==> src/rtl/assoc_cache.sv <==
// assoc_cache: N-way set-associative, write-back, write-allocate data cache.
// One outstanding access; misses write back a dirty victim, then fill a whole line.
module assoc_cache #(
  parameter int ADDRESS_SIZE    = 32,
  parameter int REGISTER_SIZE   = 32,
  parameter int REGS_PER_LINE   = 4,
  parameter int LINE_INDEX_SIZE = 2,
  parameter int WAYS            = 2,
  localparam int LINE_LENGTH    = REGS_PER_LINE * REGISTER_SIZE
) (
  input  logic                     clk,
  input  logic                     reset,
  input  logic [ADDRESS_SIZE-1:0]  address,
  input  logic [REGISTER_SIZE-1:0] data,
  input  logic                     write,
  input  logic                     request,
  output logic [REGISTER_SIZE-1:0] result,
  output logic                     satisfied,
  output logic                     mem_request,
  output logic                     mem_write,
  output logic [ADDRESS_SIZE-1:0]  mem_address,
  output logic [LINE_LENGTH-1:0]   mem_data,
  input  logic [LINE_LENGTH-1:0]   mem_result,
  input  logic                     mem_satisfied
);

  localparam int OFFSET_BITS = $clog2(REGS_PER_LINE);
  localparam int LOW_BITS    = OFFSET_BITS + 2;
  localparam int SETS        = 2 ** LINE_INDEX_SIZE;
  localparam int TAG_SIZE    = ADDRESS_SIZE - LOW_BITS - LINE_INDEX_SIZE;
  localparam int WAY_BITS    = (WAYS > 1) ? $clog2(WAYS) : 1;

  typedef enum logic [1:0] {IDLE, WRITEBACK, FILL, DONE} state_t;

  state_t state;

  logic [LINE_LENGTH-1:0] lines      [SETS][WAYS];
  logic [TAG_SIZE-1:0]    tags       [SETS][WAYS];
  logic [WAYS-1:0]        valid_bits [SETS];
  logic [WAYS-1:0]        dirty_bits [SETS];
  logic [WAY_BITS-1:0]    rr_ptr     [SETS];

  logic [OFFSET_BITS-1:0]     word_off;
  logic [LINE_INDEX_SIZE-1:0] set_idx;
  logic [TAG_SIZE-1:0]        req_tag;
  logic [ADDRESS_SIZE-1:0]    line_addr;

  logic                     hit;
  logic [WAY_BITS-1:0]      hit_way;
  logic [LINE_LENGTH-1:0]   hit_line;
  logic [REGISTER_SIZE-1:0] hit_word;
  logic [REGISTER_SIZE-1:0] fill_word;
  logic [WAY_BITS-1:0]      victim_way;
  logic [WAY_BITS-1:0]      victim_q;

  logic                   line_we;
  logic                   tag_we;
  logic [WAY_BITS-1:0]    write_way;
  logic [LINE_LENGTH-1:0] new_line;

  logic unused_byte_bits;

  assign unused_byte_bits = ^address[1:0];

  assign word_off  = address[LOW_BITS-1:2];
  assign set_idx   = address[LOW_BITS+LINE_INDEX_SIZE-1:LOW_BITS];
  assign req_tag   = address[ADDRESS_SIZE-1:LOW_BITS+LINE_INDEX_SIZE];
  assign line_addr = {req_tag, set_idx, {LOW_BITS{1'b0}}};

  always_comb begin
    hit     = 1'b0;
    hit_way = '0;
    for (int w = 0; w < WAYS; w++) begin
      if (valid_bits[set_idx][w] && (tags[set_idx][w] == req_tag)) begin
        hit     = 1'b1;
        hit_way = WAY_BITS'(w);
      end
    end
  end

  assign hit_line  = lines[set_idx][hit_way];
  assign hit_word  = hit_line[word_off*REGISTER_SIZE +: REGISTER_SIZE];
  assign fill_word = mem_result[word_off*REGISTER_SIZE +: REGISTER_SIZE];

  // Lowest-numbered invalid way wins; only a full set falls back to round-robin.
  always_comb begin
    victim_way = rr_ptr[set_idx];
    for (int w = WAYS - 1; w >= 0; w--) begin
      if (!valid_bits[set_idx][w]) begin
        victim_way = WAY_BITS'(w);
      end
    end
  end

  // A store merges into the hit line, or into the freshly filled line on a miss.
  always_comb begin
    line_we   = 1'b0;
    tag_we    = 1'b0;
    write_way = hit_way;
    new_line  = hit_line;
    if (state == IDLE && request && hit && write) begin
      line_we = 1'b1;
    end else if (state == FILL && mem_request && mem_satisfied) begin
      line_we   = 1'b1;
      tag_we    = 1'b1;
      write_way = victim_q;
      new_line  = mem_result;
    end
    if (write) begin
      new_line[word_off*REGISTER_SIZE +: REGISTER_SIZE] = data;
    end
  end

  always_ff @(posedge clk) begin
    if (line_we) begin
      lines[set_idx][write_way] <= new_line;
      if (tag_we) begin
        tags[set_idx][write_way] <= req_tag;
      end
    end
  end

  always_ff @(posedge clk or negedge reset) begin
    if (!reset) begin
      state       <= IDLE;
      satisfied   <= 1'b0;
      mem_request <= 1'b0;
      mem_write   <= 1'b0;
      result      <= '0;
      mem_address <= '0;
      mem_data    <= '0;
      victim_q    <= '0;
      for (int s = 0; s < SETS; s++) begin
        valid_bits[s] <= '0;
        dirty_bits[s] <= '0;
        rr_ptr[s]     <= '0;
      end
    end else begin
      case (state)
        IDLE: begin
          satisfied <= 1'b0;
          if (request) begin
            if (hit) begin
              if (write) begin
                dirty_bits[set_idx][hit_way] <= 1'b1;
              end else begin
                result <= hit_word;
              end
              state <= DONE;
            end else begin
              victim_q    <= victim_way;
              mem_request <= 1'b1;
              if (valid_bits[set_idx][victim_way] && dirty_bits[set_idx][victim_way]) begin
                state       <= WRITEBACK;
                mem_write   <= 1'b1;
                mem_address <= {tags[set_idx][victim_way], set_idx, {LOW_BITS{1'b0}}};
                mem_data    <= lines[set_idx][victim_way];
              end else begin
                state       <= FILL;
                mem_write   <= 1'b0;
                mem_address <= line_addr;
              end
            end
          end
        end
        // Request drops for one cycle between writeback and fill so each is a distinct transaction.
        WRITEBACK: begin
          if (mem_satisfied) begin
            state       <= FILL;
            mem_request <= 1'b0;
            mem_write   <= 1'b0;
            mem_address <= line_addr;
          end
        end
        FILL: begin
          if (mem_request && mem_satisfied) begin
            mem_request                   <= 1'b0;
            valid_bits[set_idx][victim_q] <= 1'b1;
            dirty_bits[set_idx][victim_q] <= write;
            if (valid_bits[set_idx][victim_q]) begin
              rr_ptr[set_idx] <= (WAYS == 1) ? '0 : victim_q + 1'b1;
            end
            if (!write) begin
              result <= fill_word;
            end
            state <= DONE;
          end else begin
            mem_request <= 1'b1;
          end
        end
        DONE: begin
          satisfied <= 1'b1;
          state     <= IDLE;
        end
        default: state <= IDLE;
      endcase
    end
  end

endmodule
==> config.mk <==
export PLATFORM = sky130hd
export DESIGN_NAME = assoc_cache
export DESIGN_NICKNAME = d
export VERILOG_FILES = /design/src/rtl/assoc_cache.sv
export SDC_FILE = /design/constraint.sdc
export NUM_CORES = 2
export LEC_CHECK = 0
export CAP_MARGIN = 15
export CORE_UTILIZATION = 53
export DETAILED_ROUTE_END_ITERATION = 7
export GPL_TIMING_DRIVEN = 0
export HOLD_SLACK_MARGIN = 0.03
export PLACE_DENSITY = 0.83
export REMOVE_ABC_BUFFERS = 1
export SLEW_MARGIN = 20
export SYNTH_ARGS = -nofsm -noshare
export SYNTH_HDL_FRONTEND = slang
export SYNTH_SLANG_ARGS = --single-unit
==> constraint.sdc <==
create_clock -name clk -period 15.1 [get_ports clk]
set_input_delay 3.775 -clock clk [delete_from_list [all_inputs] [get_ports clk]]
set_output_delay 3.775 -clock clk [all_outputs]
set_load 0.01 [all_outputs]
==> results.md <==
- The root buffer selected by CTS is clkbuf_16.
- The placed instance count is 5,890.
- The sink of the worst hold path is valid_bits[0].
- The clock latency on the worst-skew pair is 0.77 ns.
- The type of element capturing the critical path is a flop.
- Counting every instance in the synthesized netlist gives 3,981.
- The sort of element at the start of the critical path is a primary input.
- Relative to the synthesized area, the layout overhead comes to 20.63%.
- The final worst hold slack is 0.4733 ns.
- In the final routed layout, each cell accounts on average for 30.34 um.
- The placement row count is 126.
- Entering global routing, the biggest net connects 82 pins.
- The number of hold buffers added after CTS was 0.
- The number of gates given a new drive strength after cts is 0.
- The largest area contributor in the synthesized netlist is edfxtp_1.
- At the end of the flow, the number of nets in the layout was 4,647.
- The total vias in the final route is 41,440.
- IR analysis of the VDD net gives a maximum drop of 0.1177 mV.
- The area of all placed cells without fillers is 0.07678 mm2.
- The clock passes through at most 3 buffers.
- Sorting the synthesized cells by area gives the leading types as edfxtp_1 (58%), mux4_2 (12%), dfrtp_1 (8.4%).
- Among all flip-flop cells after synthesis, the most frequent one is edfxtp_1.
- The number of buffers inserted during clock tree synthesis is 147.
- The number of global-route vias before repair is 42,360.
- The startpoint of the worst-slack reg-to-reg timing path is tags[0][17].
- The fraction of final layout cells sized beyond drive strength 1 is 0.2046.
- After synthesis, the share of flip-flops with an asynchronous set or reset is 0.1480.
- The type of the worst min-delay path is reg -> reg.
- The starting density of the core is 0.5369.
- The summed instance area of the synthesized netlist is 0.06365 mm2.
- The number of buffer cells added on primary ports is 385.
- The number of cells on the worst reg-to-reg path is 12.
- The number of flops mapped to enable cells by yosys is 1,232.
- Along the worst hold path, the cell count comes to 1.
- The critical path is of the in -> reg type.
- The portion of the post-synthesis area used by sequential elements is 0.6654.
- The worst flop-to-flop path endpoint is lines[3][201].
- The iteration-0 DRC count of the detailed router is 5,646.
- The register-to-register setup slack is 10.11 ns.
- Once placement finished, the instance area stood at 0.07169 mm2.
- The start point of the worst hold path is valid_bits[0].
- The arrival time at the worst endpoint is 9.16 ns.
- The global-route congestion overflow total is 0.
- The number of failing hold endpoints at the final stage came to 0.
- After routing, the total negative slack on setup checks comes to 0 ns.
- The area fraction of the dominant cell type after synthesis is 0.5813.
- After synthesis, the netlist uses 68 different library cells.
- In this run the vertical extent of the chip is 348.5 um.
- In the layout the commonest cells are edfxtp_1 (1,232), nand2_1 (568), clkdlybuf4s50_1 (380).
- The highest clock frequency the design can meet is 115.2 MHz.
- Once layout is complete, the utilization of the core stands at 0.6476.
- The clock net in this run drives a total of 1,446 sinks.
- The worst clock skew is 0.06975 ns.
- The number of H-tree levels is 4.
- For this run, the detailed router's first-pass iteration total came to 6.
- The TritonCTS clock tree is built.
- Clock-pin slew was measured on the worst setup and hold paths at 0.06 ns.
- Setup repair after global routing left no endpoint under its margin.
- The Yosys step of the flow raised 0 warnings.
- Dividing the final minimum period by the clock period gives 0.5749.
- The detail route stage leaves a number of antenna-violating nets equal to 0.
- The routability congestion estimate from global placement is 0.9288.
- Summed over all layers, the routed wires come to 187,300 um.
- Once the clock tree was built, the setup fixing pass inserted 0 buffers.
- The pin slew with the least headroom to its limit is 1.146 ns.
- The cell area power density is 148.2 mW/mm2.
- The flow ran to the end, and the final reports show no timing, DRC or antenna violations.
- Headroom to the max-slew limit came out at 0.2295.
- Summed over all cells, the static leakage comes to 26.88 nW.
- The average instance in the mapped netlist occupies 15.99 um2.
- The placeable core region is 0.1186 mm2.
- The initial antenna violation count was 27.
- In this run the count of I/O pins placed on the die edge is 392.
- The final period demand of the worst path is 8.681 ns.
- The detailed-route vias per instance is 6.710.
- The tool flagged a number of max-cap violations equal to 0.
- In the routed design, unresolved DRC markers number 0.
- Along the worst path, the maximum fanout reaches 81.
- The first global-routing pass estimated 273,900 um of wire.
- The final standard cell count with taps included and fillers excluded is 6,175.
- The library cell used most frequently in the layout, excluding fill and tap cells, is edfxtp_1.
- Setup violations remaining at the end of the flow were counted as 0.
- The floorplan die area is 0.1215 mm2.
- The global routing usage summed across all routing layers is 0.3083.
- The half-perimeter wire length of the detailed placement result is 118,400 um.
- STA puts the critical path data required time at 15.58 ns.
- The final-report max-slew violation count was 0.
- In this run the horizontal extent of the chip is 348.5 um.
- The synthesized flop and latch total is 1,446.
-- state kept, by name, summed over array words and instances (netlist names) --
| register | flops |
|---|---|
| result | 32 |
| mem_data | 128 |
| rr_ptr | 4 |
| satisfied | 1 |
| state | 2 |
| mem_request | 1 |
| tags | 208 |
| dirty_bits | 8 |
| lines | 1024 |
| victim_q | 1 |
| mem_write | 1 |
| mem_address | 28 |
| valid_bits | 8 |
-- worst max path at each step --
stage	startpoint	to	depth (start not counted)
6_report	address[5]	lines[3][201]	16
5_1_grt	address[5]	lines[0][218]	16
4_1_cts	address[5]	lines[0][218]	16
3_5_place_dp	address[5]	lines[0][154]	16
3_3_place_gp	address[4]	lines[0][154]	8
2_1_floorplan	address[4]	mem_address[11]	5
-- kinds of logic after synthesis --
group                    count (synthesis)  synth area share
buffers and inverters                  301           0.02292
AND/OR/NAND/NOR                        851           0.05589
multiplexers                           773            0.1921
other                                    1        0.00005892
XOR/XNOR                                51          0.007018
AO/OA/AOI/OAI                          548           0.05461
adder cells (fa/ha/maj)                 10          0.001966
flip-flops                            1446            0.6654
-- where the power goes --
group	leakage, nW	total (W)	switching [W]	internal, W
clock	2.43	0.00378	0.00161	0.00217
combinational	10.5	0.00261	0.00150	0.00110
sequential	14.0	0.00499	0.000152	0.00483
total	26.9	0.0114	0.00327	0.00811
-- per-stage QoR --
| stage | total power [W] | worst slack (ns) |
|---|---|---|
| after floorplan | 0.006662 | -1.595 |
| after global placement | 0.008181 | -40.80 |
| after detailed placement | 0.007577 | 5.752 |
| after CTS | 0.01134 | 6.571 |
| after global routing | 0.01168 | 6.192 |
| final | 0.01138 | 6.419 |
-- per-layer routing --
layer | wire length, um | vias to the layer above | track usage | share of wire
met4 | 9171 | 46 | 0.1489 | 0.049
met3 | 25580 | 757 | 0.09630 | 0.14
met1 | 63790 | 20640 | 0.3915 | 0.34
met5 | 287 | - | 0 | 0.0015
li1 | - | 16530 | - | -
met2 | 88500 | 3464 | 0.4834 | 0.47
-- critical path, stage by stage --
cell and delay (ns):
buf_8 0.26, buf_16 0.37, buf_16 0.43, mux2i_1 0.29, xnor2_1 0.17, a2111oi_0 0.51, o2111ai_1 0.15, or3_4 0.40
o41ai_4 0.69, a21oi_1 0.31, nor3_2 0.63, buf_6 0.24, buf_6 0.17, buf_4 0.23, buf_4 0.22, buf_6 0.16
-- layout make-up --
type / count / area (um2)
Inverter: 16 / 66.31
Sequential cell: 1446 / 42350
Timing Repair Buffer: 592 / 7221
Clock buffer: 196 / 4004
Antenna cell: 9 / 22.52
Fill cell: 7760 / 41780
Clock inverter: 79 / 1050
Multi-Input combinational cell: 2237 / 20060
Tap cell: 1600 / 2002
-- Yosys cell counts, types with 8 or more instances --
cell type	number
o22ai_1	8
nor2_1	147
xnor2_1	40
mux2_2	100
o31ai_1	94
clkbuf_1	168
nor3_1	12
and3_1	65
o21ai_1	65
xor2_1	11
mux2i_1	324
edfxtp_1	1232
buf_4	23
a311o_1	28
nand4_1	14
nand3_1	10
o21ai_0	180
nand2_1	570
mux4_2	349
buf_6	24
a2111oi_0	31
ha_1	10
a31oi_1	38
inv_1	14
buf_1	20
dfrtp_1	214
buf_2	50
a21oi_1	61
(Power assumes the default switching activity.)
